===== config.mk =====
export PLATFORM = sky130hd
export DESIGN_NAME = rx_pkt_sequencer
export DESIGN_NICKNAME = d
export VERILOG_FILES = /design/src/rtl/rx_pkt_sequencer.sv
export SDC_FILE = /design/constraint.sdc
export NUM_CORES = 1
export LEC_CHECK = 0
export BUFFER_PORTS_ARGS = -buffer_cell sky130_fd_sc_hd__buf_2
export CAP_MARGIN = 25
export CORE_MARGIN = 2
export CORE_UTILIZATION = 32
export CTS_BUF_LIST = sky130_fd_sc_hd__clkbuf_16
export DETAILED_ROUTE_END_ITERATION = 7
export PLACE_DENSITY_LB_ADDON = 0.15
export SLEW_MARGIN = 20
export SYNTH_ARGS = -nofsm -noshare
export SYNTH_HDL_FRONTEND = slang
export SYNTH_SLANG_ARGS = --single-unit

===== constraint.sdc =====
create_clock -name usr_clk -period 3.9 [get_ports usr_clk]
set_clock_uncertainty 0.1 [all_clocks]
set_input_delay 0.78 -clock usr_clk [delete_from_list [all_inputs] [get_ports usr_clk]]
set_output_delay 0.78 -clock usr_clk [all_outputs]
set_load 0.005 [all_outputs]

===== src/rtl/rx_pkt_sequencer.sv =====
// RX packet sequencer: pops frame descriptors, screens them, offers good frames
// to the user and releases packet-buffer space for every frame, good or dropped.
module rx_pkt_sequencer #(
  parameter int MIN_LEN = 60,
  parameter int MAX_LEN = 1518,
  parameter int CNT_W   = 16
) (
  input  logic             usr_clk,
  input  logic             rst,
  input  logic             enable,
  input  logic             desc_dv,
  input  logic [13:0]      desc_dout,
  output logic             desc_ack,
  output logic             pkt_valid,
  output logic [10:0]      pkt_len,
  input  logic             pkt_done,
  output logic             rel_valid,
  output logic [10:0]      rel_len,
  input  logic             rel_ack,
  input  logic             cnt_clr,
  output logic [CNT_W-1:0] good_cnt,
  output logic [CNT_W-1:0] drop_cnt,
  output logic             busy
);

  // state   | meaning
  // IDLE    | waiting for enable and a queued descriptor; pops it
  // CHECK   | one cycle to screen the latched descriptor
  // DELIVER | good frame offered to the user until pkt_done
  // RELEASE | buffer release offered until rel_ack; then count it
  typedef enum logic [1:0] {IDLE, CHECK, DELIVER, RELEASE} state_t;

  localparam logic [10:0] MIN_L = 11'(MIN_LEN);
  localparam logic [10:0] MAX_L = 11'(MAX_LEN);

  state_t      state_q, state_d;
  logic [13:0] desc_q;
  logic        drop_q;
  logic [10:0] len_q;
  logic        pkt_bad;
  logic        inc_good, inc_drop;

  assign len_q   = desc_q[10:0];
  assign pkt_bad = (|desc_q[13:11]) || (len_q < MIN_L) || (len_q > MAX_L);
  assign busy    = !rst && (state_q != IDLE);

  always_comb begin
    state_d   = state_q;
    desc_ack  = 1'b0;
    pkt_valid = 1'b0;
    pkt_len   = '0;
    rel_valid = 1'b0;
    rel_len   = '0;
    inc_good  = 1'b0;
    inc_drop  = 1'b0;
    // Outputs are forced quiet for the whole reset cycle, not just after it.
    if (!rst) begin
      case (state_q)
        IDLE: begin
          if (enable && desc_dv) begin
            desc_ack = 1'b1;
            state_d  = CHECK;
          end
        end
        CHECK: state_d = pkt_bad ? RELEASE : DELIVER;
        DELIVER: begin
          pkt_valid = 1'b1;
          pkt_len   = len_q;
          if (pkt_done) state_d = RELEASE;
        end
        RELEASE: begin
          rel_valid = 1'b1;
          rel_len   = len_q;
          if (rel_ack) begin
            state_d  = IDLE;
            inc_good = !drop_q;
            inc_drop = drop_q;
          end
        end
        default: state_d = IDLE;
      endcase
    end
  end

  always_ff @(posedge usr_clk) begin
    if (rst) begin
      state_q <= IDLE;
      desc_q  <= '0;
      drop_q  <= 1'b0;
    end else begin
      state_q <= state_d;
      if (desc_ack) desc_q <= desc_dout;
      if (state_q == CHECK) drop_q <= pkt_bad;
    end
  end

  // Saturating statistics; clear wins over a same-cycle increment.
  always_ff @(posedge usr_clk) begin
    if (rst || cnt_clr) begin
      good_cnt <= '0;
      drop_cnt <= '0;
    end else begin
      if (inc_good && (good_cnt != '1)) good_cnt <= good_cnt + CNT_W'(1);
      if (inc_drop && (drop_cnt != '1)) drop_cnt <= drop_cnt + CNT_W'(1);
    end
  end

endmodule


==> impl_metrics.yaml <==
timing:
  finalSetupTns_ns: 0
  fin_ws_ns: 1.08
  clock.fmax_mhz: 354
  min_period_ns: 2.82
  slew_violations: 0
  setup_viol: 0
  fin_crit_sh: 0.724
  rsz0062_at_grt: "no"
  slew_headroom: 0.451
  hold_viol: 0
  worst_pin_slew_ns: 0.823
global_routing:
  grt_usage: 0.153
  grt_pass1_wl_um: 12200
  first_global_vias: 2398
  antenna_found_initial: 0
  grt_max_degree: 40
  gr-total-overflow: 0
floorplan:
  io_pins: 79
  die_w_um: 96.8
  dieArea_um2: 9380
  die_h_um: 96.8
  core_um2: 8300
  initial_utilization: 0.332
  rows: 33
setup_path:
  cpPeakStageDelay_ns: 0.50
  critPathBufInv: 2
  critPathArrivalTime_ns: 1.94
  worst_setup_path_start_kind: "input port"
  r2r_start: "good_cnt[0]$_SDFFE_PP0P_"
  crit_chain: "buf_2 > nor2b_1 > and2_1 > buf_2"
  cp_common_cell: "buf_2"
  crit_slowest_cell: "buf_2"
  cpLargestDelayFamily: "buffers and inverters"
  cp_data_required_time_ns: 3.02
  path_class: "input port to output port"
  cp_max_fo: 39
  crit_start: "rst"
  endpoint_kind: "output port"
clocking:
  postCtsSetupRepairBufs: 0
  h-tree-depth: 2
  clock-root-buffer: "clkbuf_16"
  worstSkewPairLatency_ns: 0.28
  cts.clk_slew.worst_paths_ns: 0.07
  cts_resized: 0
  cts_buffer_depth: 2
  clock-sinks: 49
  numCtsBuffers: 5
  cts-hold-fix-buffers: 0
  tritoncts: "built"
yosys:
  synth.distinct_cells: 46
  synthArstFlopShare: 0
  synth_nets: 370
  synth_flop_cell: "dfxtp_1"
  synth_edf_count: 0
  ys_seq_area_frac: 0.356
  ys_ff_latch: 49
  avgSynthCellArea_um2: 8.04
  syn_area_um2: 2760
  synthCells: 343
  ys_warn_count: 0
run_status:
  outcome: "finished, final reports clean"
detailed_routing:
  drc: 0
  wl_met1_um: 3600
  wire_per_inst_um: 13.9
  ant_nets: 0
  drt_iter0_drc: 96
  dr_wl_met3_um: 248
  drt_pass1_iterations: 4
  top_layer: "met4"
  viasPerCell: 5.09
  drt_wl_total_um: 7200
  met2_length_um: 3320
  route.vias.total: 2627
pwr:
  p_leak_nw: 1.41
  ir_worst_vdd_v: 0.000192
  p_per_area_nw_per_um2: 334
layout:
  layout_common_cells: "78 x buf_2, 66 x nand2_1, 49 x dfxtp_1"
  nFillCells: 870
  nets: 437
  final_common_cell: "buf_2"
  layout-drive-gt1-share: 0.229
  n_antenna_cell: 0
  areaGrowthSynthToFinish_pct: 22.1
placed_design:
  portBuffers: 78
  dp_hpwl_um: 5180
  place_ws_ns: 1.06
  gp_congestion: 0.731
min_path:
  min_from: "desc_q[11]$_SDFFE_PP0P_"
  holdCritPathClass: "flip-flop to flip-flop"
run:
  cap_viol_max_count: 0
## cell families (layout without fill, tap and decap cells)
group / Yosys count / count (layout) / synth area share
AND/OR/NAND/NOR: 182 / 182 / 0.368
AO/OA/AOI/OAI: 60 / 60 / 0.136
flip-flops: 49 / 49 / 0.356
buffers and inverters: 26 / 94 / 0.0399
multiplexers: 20 / 20 / 0.0726
adder cells (fa/ha/maj): 6 / 6 / 0.0272
## worst paths after layout
kind         slack (ns)  cells past startpoint                   endpoint
max                1.08                      4                 rel_len[2]
min reg2reg        0.35                      2    desc_q[11]$_SDFFE_PP0P_
max reg2reg        1.71                      5  good_cnt[10]$_SDFFE_PP0P_
min                0.35                      2    desc_q[11]$_SDFFE_PP0P_
## state kept, by name, summed over array words and instances, names as in the netlist
signal / cells
drop_cnt: 16
good_cnt: 16
desc_q: 14
state_q: 2
drop_q: 1
## cell type report
cell class                      instances  area (um^2)  share of cell area
Sequential cell                        49          981               0.291
Clock inverter                          3         37.5              0.0111
Clock buffer                            5          125              0.0371
Inverter                                7         26.3             0.00780
Tap cell                              105          131              0.0390
Multi-Input combinational cell        268         1670               0.496
Timing Repair Buffer                   79          398               0.118
## metrics by stage
step | area (um^2) | total power [mW] | utilization | instances | hold WS (ns)
3_5_place_dp | 3210 | 0.655 | 0.386 | 508 | 0.348
5_1_grt | 3370 | 1.18 | 0.406 | 516 | 0.380
6_report | 3370 | 1.12 | 0.406 | 516 | 0.355
3_3_place_gp | 3210 | 0.652 | 0.386 | 508 | 0.344
2_1_floorplan | 2760 | 0.619 | - | 343 | 0.336
4_1_cts | 3370 | 1.15 | 0.406 | 516 | 0.358
## tightest hold or removal path, stage by stage, from the launching register on
cell and delay [ns]:
dfxtp_1 0.31, nand2_1 0.05, a21oi_1 0.05
## power breakdown
part | internal [mW] | total (mW) | leakage (nW) | switching (mW)
combinational | 0.0459 | 0.110 | 0.933 | 0.0644
clock | 0.298 | 0.482 | 0.0826 | 0.184
sequential | 0.516 | 0.532 | 0.396 | 0.0159
total | 0.860 | 1.12 | 1.41 | 0.264
## layer usage
metal | GRT usage | up-vias
li1 | - | 1360
met1 | 0.217 | 1213
met2 | 0.240 | 50
met3 | 0.0318 | 4
met4 | 0.0325 | 0
met5 | 0 | -
## cells in the mapped netlist, types with 2 or more instances
| cell type | n | area (um^2) |
|---|---|---|
| a211oi_1 | 5 | 37.5 |
| nand3_1 | 10 | 50.1 |
| a41oi_1 | 2 | 17.5 |
| or3_1 | 14 | 87.6 |
| a21boi_1 | 2 | 15.0 |
| or4_1 | 6 | 45.0 |
| o21ai_0 | 2 | 10.0 |
| and2_1 | 27 | 169 |
| a21oi_1 | 31 | 155 |
| nand2_1 | 66 | 248 |
| inv_1 | 7 | 26.3 |
| o21ai_1 | 2 | 10.0 |
| nor2b_1 | 4 | 25.0 |
| nor4_1 | 3 | 18.8 |
| o31ai_1 | 4 | 30.0 |
| ha_1 | 6 | 75.1 |
| o21a_1 | 3 | 22.5 |
| and3_1 | 7 | 43.8 |
| a31oi_1 | 2 | 12.5 |
| nor3_1 | 11 | 55.1 |
| dfxtp_1 | 49 | 981 |
| nand4_1 | 10 | 62.6 |
| and4_4 | 2 | 22.5 |
| nor2_1 | 9 | 33.8 |
| buf_2 | 4 | 20.0 |
| and4_1 | 3 | 26.3 |
| mux2i_1 | 20 | 200 |
| clkbuf_1 | 14 | 52.6 |
Power figures use the tool's default switching activity.
